`src/rtl/if_id_buffer_pkg.sv`:
```
// Shared types and constants for the IF/ID instruction queue.
package if_id_buffer_pkg;

  localparam int DEFAULT_ADDR_WIDTH  = 32;
  localparam int DEFAULT_INSTR_WIDTH = 32;

  // Decode treats an all-zero instruction word as a NOP.
  localparam logic [DEFAULT_INSTR_WIDTH-1:0] NOP_INSTR = '0;

  typedef struct packed {
    logic [DEFAULT_ADDR_WIDTH-1:0]  pc;
    logic [DEFAULT_INSTR_WIDTH-1:0] instr;
  } if_packet_t;

endpackage : if_id_buffer_pkg

```
`src/rtl/if_id_buffer.sv`:
```
// Show-ahead instruction queue between fetch and decode; the oldest entry is
// always presented to ID, and a flush empties the queue in one cycle.
module if_id_buffer
  import if_id_buffer_pkg::*;
#(
  parameter int DEPTH       = 4,
  parameter int ADDR_WIDTH  = DEFAULT_ADDR_WIDTH,
  parameter int INSTR_WIDTH = DEFAULT_INSTR_WIDTH
) (
  input  logic                     clk,
  input  logic                     rst_n,
  input  logic                     flush_i,
  input  logic                     stall_i,
  input  logic                     if_valid_i,
  input  logic [ADDR_WIDTH-1:0]    if_pc_i,
  input  logic [INSTR_WIDTH-1:0]   if_instr_i,
  output logic                     if_ready_o,
  output logic                     id_valid_o,
  output logic [ADDR_WIDTH-1:0]    id_pc_o,
  output logic [INSTR_WIDTH-1:0]   id_instr_o,
  output logic [$clog2(DEPTH):0]   count_o
);

  localparam int PTR_W = $clog2(DEPTH);
  localparam int CNT_W = PTR_W + 1;

  // Same layout as if_packet_t, sized by this instance's parameters.
  typedef struct packed {
    logic [ADDR_WIDTH-1:0]  pc;
    logic [INSTR_WIDTH-1:0] instr;
  } packet_t;

  packet_t            mem [DEPTH];
  logic [PTR_W-1:0]   rd_ptr;
  logic [PTR_W-1:0]   wr_ptr;
  logic [CNT_W-1:0]   count;
  logic               push;
  logic               pop;

  // Readiness and validity depend only on registered occupancy.
  assign if_ready_o = (count != CNT_W'(DEPTH));
  assign id_valid_o = (count != '0);
  assign count_o    = count;

  assign push = if_valid_i & if_ready_o & ~flush_i;
  assign pop  = id_valid_o & ~stall_i;

  assign id_pc_o    = id_valid_o ? mem[rd_ptr].pc    : '0;
  assign id_instr_o = id_valid_o ? mem[rd_ptr].instr : INSTR_WIDTH'(NOP_INSTR);

  always_ff @(posedge clk or negedge rst_n) begin
    if (!rst_n) begin
      rd_ptr <= '0;
      wr_ptr <= '0;
      count  <= '0;
    end else if (flush_i) begin
      rd_ptr <= '0;
      wr_ptr <= '0;
      count  <= '0;
    end else begin
      if (push) wr_ptr <= wr_ptr + 1'b1;
      if (pop)  rd_ptr <= rd_ptr + 1'b1;
      if (push && !pop)      count <= count + 1'b1;
      else if (pop && !push) count <= count - 1'b1;
    end
  end

  // NOTE: storage is deliberately left out of reset; occupancy and pointers
  // alone decide what is visible, so stale contents are never presented.
  always_ff @(posedge clk) begin
    if (push) mem[wr_ptr] <= '{pc: if_pc_i, instr: if_instr_i};
  end

endmodule : if_id_buffer

```
`config.mk`:
```
export PLATFORM = sky130hd
export DESIGN_NAME = if_id_buffer
export DESIGN_NICKNAME = d
export VERILOG_FILES = /design/src/rtl/if_id_buffer_pkg.sv /design/src/rtl/if_id_buffer.sv
export SDC_FILE = /design/constraint.sdc
export NUM_CORES = 1
export LEC_CHECK = 0
export CORE_MARGIN = 2
export CORE_UTILIZATION = 35
export CTS_BUF_LIST = sky130_fd_sc_hd__clkbuf_8
export CTS_CLUSTER_SIZE = 30
export DETAILED_ROUTE_END_ITERATION = 8
export HOLD_SLACK_MARGIN = 0.1
export PLACE_DENSITY = 0.67
export SLEW_MARGIN = 20
export SYNTH_ARGS = -nofsm -noshare
export SYNTH_HDL_FRONTEND = slang
export SYNTH_SLANG_ARGS = --single-unit
```
`constraint.sdc`:
```
create_clock -name clk -period 3.1 [get_ports clk]
set_input_delay 0.62 -clock clk [delete_from_list [all_inputs] [get_ports clk]]
set_output_delay 0.62 -clock clk [all_outputs]
set_load 0.02 [all_outputs]
```
==> results.ini, run 1 <==
[run_status]
status=completed

[detailed_routing]
viasPerCell=4.74
via_count=5028
drt-initial-drc-count=331
wirelength_mm=20.4
drc=0
ant_nets=0
firstDrtPassIters=4
wl_per_cell_um=19.3

[synthesis]
synthArstFlopShare=0.0266
netlist_instances=462
netlist.area_leader.share=0.758
synthFlopType=edfxtp_1
syn_avg_cell_area_um2=22.0
ys_types=27
synth_edf_count=256
synth_commonest_cells=256 x edfxtp_1, 68 x and2_1, 64 x mux4_2, 13 x clkbuf_1, 8 x nor2_1
ys_ff_latch=263
synth_nets=536
ys_seq_area_frac=0.775
synth_area_mm2=0.0101
yosysMostFrequentCell=edfxtp_1
yosys.area.top_type=edfxtp_1
synth_top_cells_by_area=edfxtp_1 76%, mux4_2 14%, and2_1 4.2%
synth-warning-count=0

[sta]
max-slew-margin-rel=0.735
skew_ps=10.1
worst_slack_ps=82.4
finalHoldViolCount=0
tightest_slew_ps=397
fin_crit_ps=3020
rsz0062_at_grt=false
fmax_ghz=0.331
finalSetupTns_ps=0
final-setup-viol-count=0
fin_crit_sh=0.973
drv_slew=0

[layout]
diodes=0
drive_above_1_share=0.223
nets=722
fin_util=0.453
syn2layout_area_growth_pct=27.8
n_fill_cell=2454

[cts]
worstSkewPairLatency_ps=520
clk_pin_slew_ps=60
cts-buffers-inserted=44
cts_root_buf=clkbuf_8
clock_sinks=263
cts_hold_buffers=0
cts.path.max_buffers=3
cts_tree=done
htree_levels=2

[worst_setup_path]
crit_path_max_fanout=6
path_cells=buf_4 -> mux4_2 -> and2_1 -> clkdlybuf4s50_1
worstRegToRegCells=8
slowest_stage=clkdlybuf4s50_1
endpoint=id_pc_o[12]
required_ps=2480
critPathKind=flop to output pin
start_kind=flop
cp-end-kind=output pin
cp.arrival_ps=2400
r2r_setup_slack_ps=820
timing.rr.end=count_o[2]
r2r-start=count_o[2]
cp-startpoint=rd_ptr[0]
max_stage_delay_ps=530

[die]
rows=62
die-area_mm2=0.0304
ios=138
die_h_um=174
start_util=0.354
fp.coreArea_mm2=0.0286
dieWidth_um=174

[run]
maxCapViolCount=0

[placement]
place_hpwl_mm=12.5
place_congestion=0.704
pre_cts_ws_ps=248
io_buffers=137

[min_path]
hold_path.class=primary input to async pin

[global_route]
grt_pass1_wl_mm=31.4
grt_antenna_before_repair=0
grt_pass1_vias=5723
grt_overflow=0
grtUsageTotal=0.136
grt_max_degree=41

[power]
cellLeakagePower_uw=0.00441
peakVddDrop_mv=0.466
p_per_area_mw_per_mm2=812

state kept, by name (all words and copies together), names as in the netlist:
signal,flops
mem,256
count_o,3
rd_ptr,2
wr_ptr,2
what timing repair did:
item,4_1_cts,5_1_grt
gates cloned,1,0
setup endpoints to repair,64,6
buffers inserted,6,1
pin swaps,1,0
gates resized for setup,62,2
layout by cell type (no fill, tap or decap), drive strengths merged, types with 4 or more instances in the layout:
master | Yosys | routed
clkbuf | 13 | 45
and2 | 68 | 68
ha | 4 | 4
nor2 | 8 | 8
buf | 10 | 25
dfrtp | 7 | 7
inv | 6 | 23
mux4 | 64 | 64
xnor2 | 5 | 5
dlygate4sd2 | 0 | 58
edfxtp | 256 | 256
clkinv | 0 | 12
a21oi | 5 | 5
clkdlybuf4s50 | 0 | 78
routing by layer:
metal  vias to the layer above  wire [um]  track usage  share of wire
li1                       2233          -            -              -
met2                       176      10800        0.247           0.53
met4                         0        578       0.0518          0.028
met5                         -          0            0              0
met3                        53       1120       0.0348          0.055
met1                      2566       7980        0.152           0.39
logic make-up (layout without fill, tap and decap cells):
kind of cell | count (synthesis) | after routing | share of synthesized area
compound gates | 7 | 7 | 0.00358
flops | 263 | 263 | 0.775
simple gates | 86 | 86 | 0.0512
mux | 66 | 66 | 0.144
fa+ha+maj | 5 | 5 | 0.00691
xor+xnor | 6 | 6 | 0.00592
buf+inv | 29 | 244 | 0.0128
worst min path at each step:
stage | from | end | slack (ps) | cells after the start
after floorplan | rst_n | count_o[0] | 320 | 0
after global placement | wr_ptr[1] | wr_ptr[1] | 570 | 2
after detailed placement | wr_ptr[1] | wr_ptr[1] | 570 | 2
after CTS | rst_n | count_o[0] | 340 | 1
after global routing | rst_n | wr_ptr[0] | 370 | 1
final | rst_n | count_o[2] | 370 | 1
layout make-up:
cell class              count  area [um2]  share of cell area
repair inverters            1        7.51            0.000579
multi-input cells         170        2170               0.168
flip-flops and latches    263        7870               0.607
well taps                 384         480              0.0371
clock inverters            30         144              0.0111
repair buffers            162        1640               0.127
inverters                   6        25.0             0.00193
clock buffers              45         619              0.0478
power breakdown:
| part | leakage [uW] | internal, uW | total [uW] | switching (uW) |
|---|---|---|---|---|
| sequential | 0.00241 | 4150 | 4250 | 105 |
| clock | 0.000456 | 1420 | 2680 | 1260 |
| combinational | 0.00154 | 1690 | 3600 | 1900 |
worst max-delay path: cells and delay by family (launching register included):
kind	cells	cell delay [ps]
flops	1	510
buf+inv	2	700
mux	1	500
simple gates	1	180
per-stage QoR:
step           power [uW]  cell area (um2)  hold slack [ps]  std cells
2_1_floorplan        6510            10100              324        462
3_5_place_dp         8210            12200              572        978
6_report            10500            13000              372       1061
3_3_place_gp         8180            12200              565        978
4_1_cts             10700            12900              344       1060
5_1_grt             11100            13000              365       1061
No activity file was read; power rests on OpenSTA's default activity.
==> run 2: changes to the inputs <==
GPL_TIMING_DRIVEN = 0   (was default)
==> run 2 against run 1 <==
- register-to-register slack improved by 40 ps
- core utilization is 0.28 points lower
- clock skew shrank 1.1 ps
- power is essentially flat
- via count decreased by 0.54%
- combinational power hardly changed
- critical path depth did not move
- clock power about the same
- critical path type unchanged
- highest routed layer unchanged
==> results.ini, run 2 (same netlist as run 1, synthesis figures left out) <==
[run_status]
status=completed

[sta]
skew_ps=9.02  ; -1.08 ps
fin_crit_ps=2970  ; -44.6 ps
fmax_ghz=0.336  ; +1.5%
rsz0062_at_grt=false
final-setup-viol-count=0  ; unchanged
hold_ws_ps=361  ; -10.7 ps
finalHoldViolCount=0  ; unchanged
tightest_slew_ps=648  ; +251 ps
finalSetupTns_ps=0  ; unchanged
fin_crit_sh=0.959  ; -0.0144
max-slew-margin-rel=0.568  ; -0.167
drv_slew=0  ; unchanged

[die]
ios=138  ; unchanged
dieWidth_um=174  ; unchanged
die-area_mm2=0.0304  ; unchanged
start_util=0.354  ; unchanged
die_h_um=174  ; unchanged
rows=62  ; unchanged
fp.coreArea_mm2=0.0286  ; unchanged

[worst_setup_path]
start_kind=flop
critPathKind=flop to output pin
max_stage_delay_ps=560  ; +30 ps
cp-end-kind=output pin
slowest_stage=clkdlybuf4s50_1
required_ps=2480  ; about the same
crit_path_max_fanout=10  ; +4
path_cells=buf_12 -> mux4_2 -> and2_1 -> clkdlybuf4s50_1
cp.arrival_ps=2350  ; -50 ps
worstRegToRegCells=9  ; +1
r2r_setup_slack_ps=860  ; +40 ps

[power]
cellLeakagePower_uw=0.00441  ; about the same
p_per_area_mw_per_mm2=817  ; +0.65%
peakVddDrop_mv=0.421  ; -9.6%

[placement]
place_congestion=0.716  ; +1.7%
dpl-instance-area_mm2=0.0121  ; -0.94%
io_buffers=136  ; -0.73%
place_hpwl_mm=12.5  ; -0.26%

[layout]
nets=722  ; unchanged
drive_above_1_share=0.221  ; -0.00213
syn2layout_area_growth_pct=27.0
multi_input_area_mm2=0.00217  ; unchanged
largest-register=mem
final_common_cell=edfxtp_1
n_fill_cell=2472  ; +0.73%
fin_area_mm2=0.0129  ; -0.62%
mostFrequentLayoutCells=256 x edfxtp_1, 75 x clkdlybuf4s50_1, 64 x mux4_2, 64 x and2_1, 59 x dlygate4sd2_1
regArea_mm2=0.00786  ; about the same
largest_reg_flops=256  ; unchanged
diodes=0  ; unchanged

[detailed_routing]
via_count=5001  ; -0.54%
viasPerCell=4.70  ; -0.72%
firstDrtPassIters=4  ; unchanged
drt-initial-drc-count=259  ; -22%
drc=0  ; unchanged
ant_nets=0  ; unchanged
wl_per_cell_um=18.9  ; -1.9%
wirelength_mm=20.1  ; -1.7%

[min_path]
hold_path.class=primary input to async pin

[cts]
cts.path.max_buffers=3  ; unchanged
clock_sinks=263  ; unchanged
clk_pin_slew_ps=60  ; about the same
cts_tree=done
htree_levels=2  ; unchanged
worstSkewPairLatency_ps=530  ; about the same
cts_root_buf=clkbuf_8
cts-buffers-inserted=44  ; unchanged

[global_route]
grt_max_degree=35  ; -15%
grtUsageTotal=0.136  ; +0.000201
grt_antenna_before_repair=0  ; unchanged
grt_pass1_vias=5637  ; -1.5%
grt_pass1_wl_mm=31.4  ; about the same
grt_overflow=0  ; unchanged

[run]
maxCapViolCount=0  ; unchanged

## run 2: where the power goes
group / leakage (uW) / internal, uW / total [uW] / switching [uW]
clock: 0.000469 / 1410 / 2710 / 1300
sequential: 0.00241 / 4140 / 4230 / 86.6
combinational: 0.00153 / 1670 / 3590 / 1920
## run 2: final cells by class
cell class	instances	share of cell area
Sequential cell	263	0.611
Tap cell	384	0.0373
Inverter	6	0.00175
Timing Repair Buffer	140	0.107
Multi-Input combinational cell	170	0.169
Clock inverter	33	0.0133
Buffer	23	0.0150
Clock buffer	44	0.0470
## run 2: through the flow
step                      total power, uW   util  worst slack [ps]  cells
after floorplan                      6510      -               694    462
after global placement               8130  0.419              -235    982
after detailed placement             8210  0.422             -74.5    986
after CTS                           10700  0.449              7.50   1063
after global routing                11100  0.450             0.970   1063
final                               10500  0.450               127   1063
## run 2: timing repair
action,4_1_cts,5_1_grt
pin swaps,1,0
gates resized for setup,93,6
hold buffers,0,0
hold endpoints to repair,0,0
setup endpoints to repair,64,18
setup buffers,0,0
gates cloned,0,0
## run 2: per-layer routing
layer | GRT usage | vias up | part of all wire
li1 | - | 2240 | -
met2 | 0.239 | 163 | 0.52
met1 | 0.161 | 2559 | 0.40
met3 | 0.0398 | 39 | 0.060
met5 | 0 | - | 0
met4 | 0.0431 | 0 | 0.023
## run 2: worst paths after layout
| path | start | to |
|---|---|---|
| max in group asynchronous | rst_n | rd_ptr[0] |
| min reg2reg | wr_ptr[1] | wr_ptr[1] |
| min in group clk | flush_i | rd_ptr[1] |
| max | rd_ptr[0] | id_pc_o[1] |
| max reg2reg | count_o[2] | count_o[2] |
| min | rst_n | count_o[0] |
## run 2: worst max-delay path, delay by kind of cell (launching register included)
kind / cells / cell delay [ps]
buffers and inverters: 2 / 730
flip-flops: 1 / 420
AND/OR/NAND/NOR: 1 / 170
multiplexers: 1 / 490
